File: config.mk
export PLATFORM = sky130hd
export DESIGN_NAME = mips_control_unit_param_flat
export DESIGN_NICKNAME = d
export VERILOG_FILES = /design/src/rtl/mips_control_unit_param_if.sv /design/src/rtl/mips_control_unit_param.sv /design/src/flat_wrapper.sv
export SDC_FILE = /design/constraint.sdc
export NUM_CORES = 1
export LEC_CHECK = 0
export ABC_AREA = 1
export BUFFER_PORTS_ARGS = -buffer_cell sky130_fd_sc_hd__buf_2
export CAP_MARGIN = 0
export CORE_MARGIN = 2
export CORE_UTILIZATION = 50
export CTS_CLUSTER_SIZE = 8
export DETAILED_ROUTE_END_ITERATION = 12
export GPL_TIMING_DRIVEN = 1
export PLACE_DENSITY = 0.85
export SLEW_MARGIN = 40
export SYNTH_ARGS = -nofsm -noshare
export SYNTH_HDL_FRONTEND = slang
export SYNTH_SLANG_ARGS = --single-unit
File: constraint.sdc
create_clock -name clock -period 2.5 [get_ports clock]
set_input_delay 0.125 -clock clock [delete_from_list [all_inputs] [get_ports clock]]
set_output_delay 0.125 -clock clock [all_outputs]
set_load 0.02 [all_outputs]
File: src/rtl/mips_control_unit_param_if.sv
// Control-unit bus: instruction fields and Zero in, datapath controls and status out.
interface mips_control_unit_param_if;
    logic [5:0] opcode;
    logic [5:0] funct;
    logic       Zero;

    logic       PCWrite;
    logic       IorD;
    logic       MemReadWrite;
    logic       IRWrite;
    logic       AluSrcA;
    logic       RegWrite;
    logic       RegDst;
    logic       AWrite;
    logic       BWrite;
    logic       AluOutWrite;
    logic       MDRWrite;
    logic [1:0] PCSource;
    logic [1:0] AluSrcB;
    logic [1:0] MemtoReg;
    logic [2:0] ALUOpOut;
    logic [5:0] State_out;
    logic       Halted;
    logic       IllegalOp;
    logic       InstrDone;

    modport master (
        input  opcode, funct, Zero,
        output PCWrite, IorD, MemReadWrite, IRWrite, AluSrcA, RegWrite, RegDst,
               AWrite, BWrite, AluOutWrite, MDRWrite, PCSource, AluSrcB, MemtoReg,
               ALUOpOut, State_out, Halted, IllegalOp, InstrDone
    );

    modport slave (
        output opcode, funct, Zero,
        input  PCWrite, IorD, MemReadWrite, IRWrite, AluSrcA, RegWrite, RegDst,
               AWrite, BWrite, AluOutWrite, MDRWrite, PCSource, AluSrcB, MemtoReg,
               ALUOpOut, State_out, Halted, IllegalOp, InstrDone
    );
endinterface

File: src/rtl/mips_control_unit_param.sv
// Multicycle MIPS control FSM with a memory-latency wait counter, beq/bne on Zero
// and a selectable trap on unsupported instructions.
module mips_control_unit_param #(
    parameter int MEM_LATENCY     = 2,
    parameter bit TRAP_ON_ILLEGAL = 1'b0
) (
    input logic                       clock,
    input logic                       reset,
    mips_control_unit_param_if.master bus
);
    localparam int               CNT_W    = $clog2(MEM_LATENCY + 1);
    localparam logic [CNT_W-1:0] CNT_LAST = CNT_W'(MEM_LATENCY - 1);

    localparam logic [5:0] OP_RTYPE = 6'h00;
    localparam logic [5:0] OP_J     = 6'h02;
    localparam logic [5:0] OP_BEQ   = 6'h04;
    localparam logic [5:0] OP_BNE   = 6'h05;
    localparam logic [5:0] OP_LUI   = 6'h0F;
    localparam logic [5:0] OP_LW    = 6'h23;
    localparam logic [5:0] OP_SW    = 6'h2B;

    localparam logic [5:0] F_NOP    = 6'h00;
    localparam logic [5:0] F_BREAK  = 6'h0D;
    localparam logic [5:0] F_ADD    = 6'h20;
    localparam logic [5:0] F_SUB    = 6'h22;
    localparam logic [5:0] F_AND    = 6'h24;
    localparam logic [5:0] F_XOR    = 6'h26;

    localparam logic [2:0] ALU_ADD  = 3'd1;
    localparam logic [2:0] ALU_SUB  = 3'd2;
    localparam logic [2:0] ALU_AND  = 3'd3;
    localparam logic [2:0] ALU_XOR  = 3'd6;

    typedef enum logic [3:0] {
        S_FETCH      = 4'd0,
        S_FETCH_WAIT = 4'd1,
        S_DECODE     = 4'd2,
        S_ALU_EXEC   = 4'd3,
        S_ALU_WB     = 4'd4,
        S_MEM_ADDR   = 4'd5,
        S_MEM_ACCESS = 4'd6,
        S_LOAD_WB    = 4'd7,
        S_BRANCH     = 4'd8,
        S_LUI        = 4'd9,
        S_JUMP       = 4'd10,
        S_HALT       = 4'd11
    } state_t;

    typedef struct packed {
        logic       pc_write;
        logic       iord;
        logic       mem_read_write;
        logic       ir_write;
        logic       alu_src_a;
        logic       reg_write;
        logic       reg_dst;
        logic       a_write;
        logic       b_write;
        logic       alu_out_write;
        logic       mdr_write;
        logic [1:0] pc_source;
        logic [1:0] alu_src_b;
        logic [1:0] mem_to_reg;
        logic [2:0] alu_op;
        logic       halted;
        logic       illegal_op;
        logic       instr_done;
    } ctrl_t;

    state_t           state;
    state_t           state_next;
    state_t           dec_next;
    logic [CNT_W-1:0] cnt;
    logic [CNT_W-1:0] cnt_next;
    logic             wait_last;
    logic             dec_illegal;
    logic             dec_done;
    logic             is_store;
    ctrl_t            ctrl;
    ctrl_t            ctrl_out;

    assign wait_last = (cnt == CNT_LAST);
    assign is_store  = (bus.opcode == OP_SW);

    always_ff @(posedge clock) begin
        if (reset) begin
            state <= S_FETCH;
            cnt   <= '0;
        end else begin
            state <= state_next;
            cnt   <= cnt_next;
        end
    end

    // Instruction classification used when leaving DECODE.
    always_comb begin
        dec_next    = S_FETCH;
        dec_illegal = 1'b0;
        dec_done    = 1'b0;
        if (bus.opcode == OP_RTYPE) begin
            case (bus.funct)
                F_ADD, F_SUB, F_AND, F_XOR: dec_next = S_ALU_EXEC;
                F_NOP:                      dec_done = 1'b1;
                F_BREAK:                    dec_next = S_HALT;
                default:                    dec_illegal = 1'b1;
            endcase
        end else begin
            case (bus.opcode)
                OP_LW, OP_SW:   dec_next = S_MEM_ADDR;
                OP_BEQ, OP_BNE: dec_next = S_BRANCH;
                OP_LUI:         dec_next = S_LUI;
                OP_J:           dec_next = S_JUMP;
                default:        dec_illegal = 1'b1;
            endcase
        end
        if (dec_illegal) begin
            if (TRAP_ON_ILLEGAL) begin
                dec_next = S_HALT;
            end else begin
                dec_done = 1'b1;
            end
        end
    end

    always_comb begin
        ctrl       = '0;
        state_next = state;
        cnt_next   = cnt;
        case (state)
            S_FETCH: begin
                cnt_next   = '0;
                state_next = S_FETCH_WAIT;
            end
            S_FETCH_WAIT: begin
                cnt_next = cnt + CNT_W'(1);
                if (wait_last) begin
                    ctrl.ir_write  = 1'b1;
                    ctrl.pc_write  = 1'b1;
                    ctrl.alu_src_b = 2'b01;
                    ctrl.alu_op    = ALU_ADD;
                    state_next     = S_DECODE;
                end
            end
            S_DECODE: begin
                // ALUOut latches the branch target while the register file is read.
                ctrl.alu_src_b     = 2'b11;
                ctrl.alu_op        = ALU_ADD;
                ctrl.alu_out_write = 1'b1;
                ctrl.a_write       = 1'b1;
                ctrl.b_write       = 1'b1;
                ctrl.illegal_op    = dec_illegal;
                ctrl.instr_done    = dec_done;
                state_next         = dec_next;
            end
            S_ALU_EXEC: begin
                ctrl.alu_src_a     = 1'b1;
                ctrl.alu_out_write = 1'b1;
                case (bus.funct)
                    F_SUB:   ctrl.alu_op = ALU_SUB;
                    F_AND:   ctrl.alu_op = ALU_AND;
                    F_XOR:   ctrl.alu_op = ALU_XOR;
                    default: ctrl.alu_op = ALU_ADD;
                endcase
                state_next = S_ALU_WB;
            end
            S_ALU_WB: begin
                ctrl.reg_dst    = 1'b1;
                ctrl.reg_write  = 1'b1;
                ctrl.instr_done = 1'b1;
                state_next      = S_FETCH;
            end
            S_MEM_ADDR: begin
                ctrl.alu_src_a     = 1'b1;
                ctrl.alu_src_b     = 2'b10;
                ctrl.alu_op        = ALU_ADD;
                ctrl.alu_out_write = 1'b1;
                cnt_next           = '0;
                state_next         = S_MEM_ACCESS;
            end
            S_MEM_ACCESS: begin
                ctrl.iord           = 1'b1;
                ctrl.mem_read_write = is_store;
                cnt_next            = cnt + CNT_W'(1);
                if (wait_last) begin
                    if (is_store) begin
                        ctrl.instr_done = 1'b1;
                        state_next      = S_FETCH;
                    end else begin
                        ctrl.mdr_write  = 1'b1;
                        state_next      = S_LOAD_WB;
                    end
                end
            end
            S_LOAD_WB: begin
                ctrl.mem_to_reg = 2'b01;
                ctrl.reg_write  = 1'b1;
                ctrl.instr_done = 1'b1;
                state_next      = S_FETCH;
            end
            S_BRANCH: begin
                ctrl.alu_src_a  = 1'b1;
                ctrl.alu_op     = ALU_SUB;
                ctrl.pc_source  = 2'b01;
                ctrl.pc_write   = ((bus.opcode == OP_BEQ) &&  bus.Zero) ||
                                  ((bus.opcode == OP_BNE) && !bus.Zero);
                ctrl.instr_done = 1'b1;
                state_next      = S_FETCH;
            end
            S_LUI: begin
                ctrl.mem_to_reg = 2'b10;
                ctrl.reg_write  = 1'b1;
                ctrl.instr_done = 1'b1;
                state_next      = S_FETCH;
            end
            S_JUMP: begin
                ctrl.pc_source  = 2'b10;
                ctrl.pc_write   = 1'b1;
                ctrl.instr_done = 1'b1;
                state_next      = S_FETCH;
            end
            S_HALT: begin
                ctrl.halted = 1'b1;
                state_next  = S_HALT;
            end
            default: begin
                state_next = S_FETCH;
            end
        endcase
    end

    // Every output is forced low for the whole reset cycle.
    assign ctrl_out = reset ? '0 : ctrl;

    assign bus.PCWrite      = ctrl_out.pc_write;
    assign bus.IorD         = ctrl_out.iord;
    assign bus.MemReadWrite = ctrl_out.mem_read_write;
    assign bus.IRWrite      = ctrl_out.ir_write;
    assign bus.AluSrcA      = ctrl_out.alu_src_a;
    assign bus.RegWrite     = ctrl_out.reg_write;
    assign bus.RegDst       = ctrl_out.reg_dst;
    assign bus.AWrite       = ctrl_out.a_write;
    assign bus.BWrite       = ctrl_out.b_write;
    assign bus.AluOutWrite  = ctrl_out.alu_out_write;
    assign bus.MDRWrite     = ctrl_out.mdr_write;
    assign bus.PCSource     = ctrl_out.pc_source;
    assign bus.AluSrcB      = ctrl_out.alu_src_b;
    assign bus.MemtoReg     = ctrl_out.mem_to_reg;
    assign bus.ALUOpOut     = ctrl_out.alu_op;
    assign bus.Halted       = ctrl_out.halted;
    assign bus.IllegalOp    = ctrl_out.illegal_op;
    assign bus.InstrDone    = ctrl_out.instr_done;
    assign bus.State_out    = reset ? 6'd0 : {2'b00, state};
endmodule

File: src/flat_wrapper.sv
// flat-port wrapper written by rule: the top's interface ports become plain ports
module mips_control_unit_param_flat 
#(
    parameter int MEM_LATENCY     = 2,
    parameter bit TRAP_ON_ILLEGAL = 1'b0
)
  (clock, reset, bus_opcode, bus_funct, bus_Zero, bus_PCWrite, bus_IorD, bus_MemReadWrite, bus_IRWrite, bus_AluSrcA, bus_RegWrite, bus_RegDst, bus_AWrite, bus_BWrite, bus_AluOutWrite, bus_MDRWrite, bus_PCSource, bus_AluSrcB, bus_MemtoReg, bus_ALUOpOut, bus_State_out, bus_Halted, bus_IllegalOp, bus_InstrDone);
  mips_control_unit_param_if bus_i ();
  input logic clock;
  input logic reset;
  input wire logic [$bits(bus_i.opcode)-1:0] bus_opcode;
  input wire logic [$bits(bus_i.funct)-1:0] bus_funct;
  input wire logic [$bits(bus_i.Zero)-1:0] bus_Zero;
  output wire logic [$bits(bus_i.PCWrite)-1:0] bus_PCWrite;
  output wire logic [$bits(bus_i.IorD)-1:0] bus_IorD;
  output wire logic [$bits(bus_i.MemReadWrite)-1:0] bus_MemReadWrite;
  output wire logic [$bits(bus_i.IRWrite)-1:0] bus_IRWrite;
  output wire logic [$bits(bus_i.AluSrcA)-1:0] bus_AluSrcA;
  output wire logic [$bits(bus_i.RegWrite)-1:0] bus_RegWrite;
  output wire logic [$bits(bus_i.RegDst)-1:0] bus_RegDst;
  output wire logic [$bits(bus_i.AWrite)-1:0] bus_AWrite;
  output wire logic [$bits(bus_i.BWrite)-1:0] bus_BWrite;
  output wire logic [$bits(bus_i.AluOutWrite)-1:0] bus_AluOutWrite;
  output wire logic [$bits(bus_i.MDRWrite)-1:0] bus_MDRWrite;
  output wire logic [$bits(bus_i.PCSource)-1:0] bus_PCSource;
  output wire logic [$bits(bus_i.AluSrcB)-1:0] bus_AluSrcB;
  output wire logic [$bits(bus_i.MemtoReg)-1:0] bus_MemtoReg;
  output wire logic [$bits(bus_i.ALUOpOut)-1:0] bus_ALUOpOut;
  output wire logic [$bits(bus_i.State_out)-1:0] bus_State_out;
  output wire logic [$bits(bus_i.Halted)-1:0] bus_Halted;
  output wire logic [$bits(bus_i.IllegalOp)-1:0] bus_IllegalOp;
  output wire logic [$bits(bus_i.InstrDone)-1:0] bus_InstrDone;
  assign bus_i.opcode = bus_opcode;
  assign bus_i.funct = bus_funct;
  assign bus_i.Zero = bus_Zero;
  assign bus_PCWrite = bus_i.PCWrite;
  assign bus_IorD = bus_i.IorD;
  assign bus_MemReadWrite = bus_i.MemReadWrite;
  assign bus_IRWrite = bus_i.IRWrite;
  assign bus_AluSrcA = bus_i.AluSrcA;
  assign bus_RegWrite = bus_i.RegWrite;
  assign bus_RegDst = bus_i.RegDst;
  assign bus_AWrite = bus_i.AWrite;
  assign bus_BWrite = bus_i.BWrite;
  assign bus_AluOutWrite = bus_i.AluOutWrite;
  assign bus_MDRWrite = bus_i.MDRWrite;
  assign bus_PCSource = bus_i.PCSource;
  assign bus_AluSrcB = bus_i.AluSrcB;
  assign bus_MemtoReg = bus_i.MemtoReg;
  assign bus_ALUOpOut = bus_i.ALUOpOut;
  assign bus_State_out = bus_i.State_out;
  assign bus_Halted = bus_i.Halted;
  assign bus_IllegalOp = bus_i.IllegalOp;
  assign bus_InstrDone = bus_i.InstrDone;
  mips_control_unit_param #(.MEM_LATENCY(MEM_LATENCY), .TRAP_ON_ILLEGAL(TRAP_ON_ILLEGAL)) u_core (.clock(clock), .reset(reset), .bus(bus_i));
endmodule
==> Flow_metrics.wiki <==
{| class="wikitable"
! Metric !! Value
|-
| Setup violators final || 0
|-
| Ant diodes || 0
|-
| Sequential area share after synthesis || 12.77%
|-
| Setup repair after global routing missed its margin || no
|-
| Post-CTS Hold Buffers || 0
|-
| Clock buffer count from CTS || 3
|-
| Std-Cell Core Area || 1745 um^2
|-
| FF/Latch Area || 120.1 um^2
|-
| Sum of overflow across all layers after global routing || 0
|-
| Worst-path cell with the longest stage delay || dfxtp_1
|-
| Wire length of the first global-routing pass || 4360 um
|-
| CP Launch Point || u_core.state[3]$_SDFFE_PP0P_
|-
| Vias/cell || 5.132
|-
| Final RePlAce weighted congestion || 0.8825
|-
| Number of standard cells after synthesis || 185
|-
| Worst endpoint required time || 2.38 ns
|-
| Drt initial violations || 52
|-
| Standard-cell rows || 15
|-
| Stages on worst setup path || 10
|-
| Post-Syn Area per Cell || 5.086 um^2
|-
| Initial Util || 53.91%
|-
| Number of synthesis warnings || 0
|-
| Setup slack of the most critical reg-to-reg path || 1.13 ns
|-
| Peak Freq || 569.0 MHz
|-
| TritonCTS clock tree || built
|-
| Cell types with the highest counts after synthesis || nor2_1, nand2_1, inv_1, nand3_1
|-
| Final critical-path required period || 1.757 ns
|-
| Area contributors post-synth || nor2_1, nand2_1, dfxtp_1, inv_1, nand3_1
|-
| Most repeated cell in the gate-level netlist after synthesis || nor2_1
|-
| CP Buf/Inv Count || 3
|-
| Part of the total power dissipated in sequential elements || 21.8%
|-
| Number of synthesized flops with an enable pin || 0
|-
| Pint || 0.0003148 W
|-
| Number of antenna violations at the first check in global routing || 0
|-
| H-tree levels || 1
|-
| Synth top area share || 17.55%
|-
| Die outline area || 2245 um^2
|-
| Highest fanout seen on the critical path || 5
|-
| Period utilization || 70.29%
|-
| Routing usage on met1 || 32.88%
|-
| Buffer type at the clock tree root || clkbuf_4
|-
| Detailed-route DRC error count || 0
|-
| Drt first pass iters || 4
|-
| Critical setup path kind || reg -> out
|-
| Post-DR wirelength/cell || 10.88 um
|-
| Area occupied by multi-input gates || 665.6 um^2
|-
| Logic depth of the worst register-to-register path || 8
|-
| Max_cap viols || 0
|-
| Post-CTS setup buffers || 0
|-
| Async set-reset flop share out of synthesis || 0%
|-
| Power share of the clock group || 13.4%
|-
| Number of placed I/O pins || 44
|-
| Post-place setup slack || 1.027 ns
|-
| Sort of element at the start of the critical path || flop
|-
| Clock slew seen by the registers of the worst setup and hold paths || 0.05 ns
|-
| Routed wire length || 2720 um
|-
| Dominant register cell in the synthesized netlist || dfxtp_1
|-
| Clock sink total || 6
|-
| Post-synth top area cell || nor2_1
|-
| NumNets Final || 243
|-
| Vert. Die Dim || 47.38 um
|-
| Pin count of the biggest net entering global routing || 23
|-
| Met3 routing resource usage after global routing || 3.846%
|-
| Worst supply voltage drop on vdd || 386.2 uV
|-
| Result of the run || finished clean
|-
| Post-route clock skew || 0.003024 ns
|-
| Number of inserted filler cells in the final layout || 179
|-
| Delay of the slowest critical-path stage || 0.42 ns
|-
| Switching fraction of total power || 53.32%
|-
| Quantity of gates resized following cts || 0
|-
| Number of global-route vias before repair || 1070
|-
| Post-DP HPWL || 2272 um
|-
| Endpoint class of the critical path || output port
|-
| Switching Power || 0.0003596 W
|-
| Number of hold violations in the final report || 0
|-
| Clock latency of the later-clocked register in the worst-skew pair || 0.24 ns
|-
| Share of final-layout standard cells stronger than drive strength 1 || 26.67%
|-
| Aggregate global-route resource usage || 26.80%
|-
| Synth unique cells || 25
|-
| Vias after detailed routing || 1283
|-
| Cell area after layout || 1172 um^2
|-
| Kind of path behind the tightest hold check || in -> reg
|-
| I/O Buffers || 41
|-
| Setup WS post-layout || 0.7426 ns
|-
| Ratio of total power to cell area || 575.2 nW/um^2
|-
| Proportion of power drawn by combinational gates || 64.8%
|-
| Number of antenna-violating nets in the routed design || 0
|-
| Buffer levels on the longest clock path || 2
|-
| Area growth from synthesis to layout || 24.60%
|-
| Number of storage elements in the synthesis netlist || 6
|-
| Leakage power of the design || 0.7183 nW
|-
| Total chip power || 0.0006744 W
|-
| Top cell family by delay on the critical path || simple AND/OR/NAND/NOR gates
|-
| Area of the mapped netlist || 940.9 um^2
|-
| Setup tns final || 0 ns
|-
| Met2 track demand over resource in global routing || 50.00%
|-
| Critical Path, Cell by Cell || inv_1 > nand2_2 > nor2_1 > inv_1 > o211ai_1 > nor2_1 > nand3_1 > nand2_1 > nand2_1 > buf_2
|-
| DIE WIDTH || 47.38 um
|-
| Standard cell area after detailed placement || 1150 um^2
|-
| Busiest metal layer after global routing || met2
|-
| Reg-to-reg startpoint || u_core.state[3]$_SDFFE_PP0P_
|-
| Termination of the worst setup path || bus_InstrDone
|-
| Critical path data arrival time || 1.63 ns
|-
| Number of slew-limit violations in the final report || 0
|-
| Crit Reg-Reg Endpoint || u_core.state[0]$_SDFFE_PP0P_
|}
placed cells by master (no fill, tap or decap), drive strengths merged, types with 2 or more instances in the layout:
cell type	count
nor2	52
nand2	44
buf	41
inv	34
nand3	12
o21ai	6
nand4	6
a21oi	6
dfxtp	6
nor3	3
clkbuf	3
o211ai	2
a31oi	2
conb	2
kinds of logic (layout without fill, tap and decap cells):
logic type,Yosys count,count (layout),share of synthesized area (%)
buffers and inverters,39,78,16.89
DFF,6,6,12.77
adders and majority gates,1,1,1.330
AOI/OAI and AO/OA,18,18,10.77
other,1,2,0.3986
and+or+nand+nor,120,120,57.85
sequential cells by signal (all words and copies together) (netlist names):
signal        cells
u_core.state      4
u_core.cnt        2
through the flow:
stage	instances	util [%]	hold slack (ns)
after floorplan	186	-	0.3415
after global placement	247	65.88	0.4597
after detailed placement	247	65.88	0.4639
after CTS	250	67.17	0.3412
after global routing	250	67.17	0.3527
final	250	67.17	0.3334
power by group through the flow:
stage	Clock, W	Combinational [W]	Sequential (W)
after floorplan	0	0.000329	0.000144
after global placement	0	0.000421	0.000147
after detailed placement	0	0.000431	0.000148
after CTS	0.0000905	0.000433	0.000147
after global routing	0.0000997	0.000484	0.000151
final	0.0000902	0.000437	0.000147
worst min-delay path by stage:
| stage | startpoint | to | slack [ns] | cells after the start |
|---|---|---|---|---|
| 2_1_floorplan | reset | u_core.cnt[0]$_SDFFE_PP0P_ | 0.34 | 3 |
| 3_3_place_gp | u_core.cnt[0]$_SDFFE_PP0P_ | u_core.cnt[0]$_SDFFE_PP0P_ | 0.46 | 1 |
| 3_5_place_dp | u_core.cnt[0]$_SDFFE_PP0P_ | u_core.cnt[0]$_SDFFE_PP0P_ | 0.46 | 1 |
| 4_1_cts | reset | u_core.state[3]$_SDFFE_PP0P_ | 0.34 | 2 |
| 5_1_grt | reset | u_core.state[3]$_SDFFE_PP0P_ | 0.35 | 2 |
| 6_report | reset | u_core.state[3]$_SDFFE_PP0P_ | 0.33 | 2 |
layer usage:
layer / part of all wire (%) / up-vias / routed length [um]
met5: 0 / - / 0
met4: 0.70 / 0 / 19
met3: 8.8 / 2 / 238
met2: 49 / 74 / 1336
met1: 41 / 552 / 1125
li1: - / 655 / -
layout make-up:
cell class                      count  share of cell area [%]
Tap cell                           25                   2.668
Multi-Input combinational cell    141                   56.78
Clock buffer                        3                   1.921
Timing Repair Buffer               41                   17.50
Sequential cell                     6                   10.25
Inverter                           34                   10.89
Power figures use the tool's default switching activity.
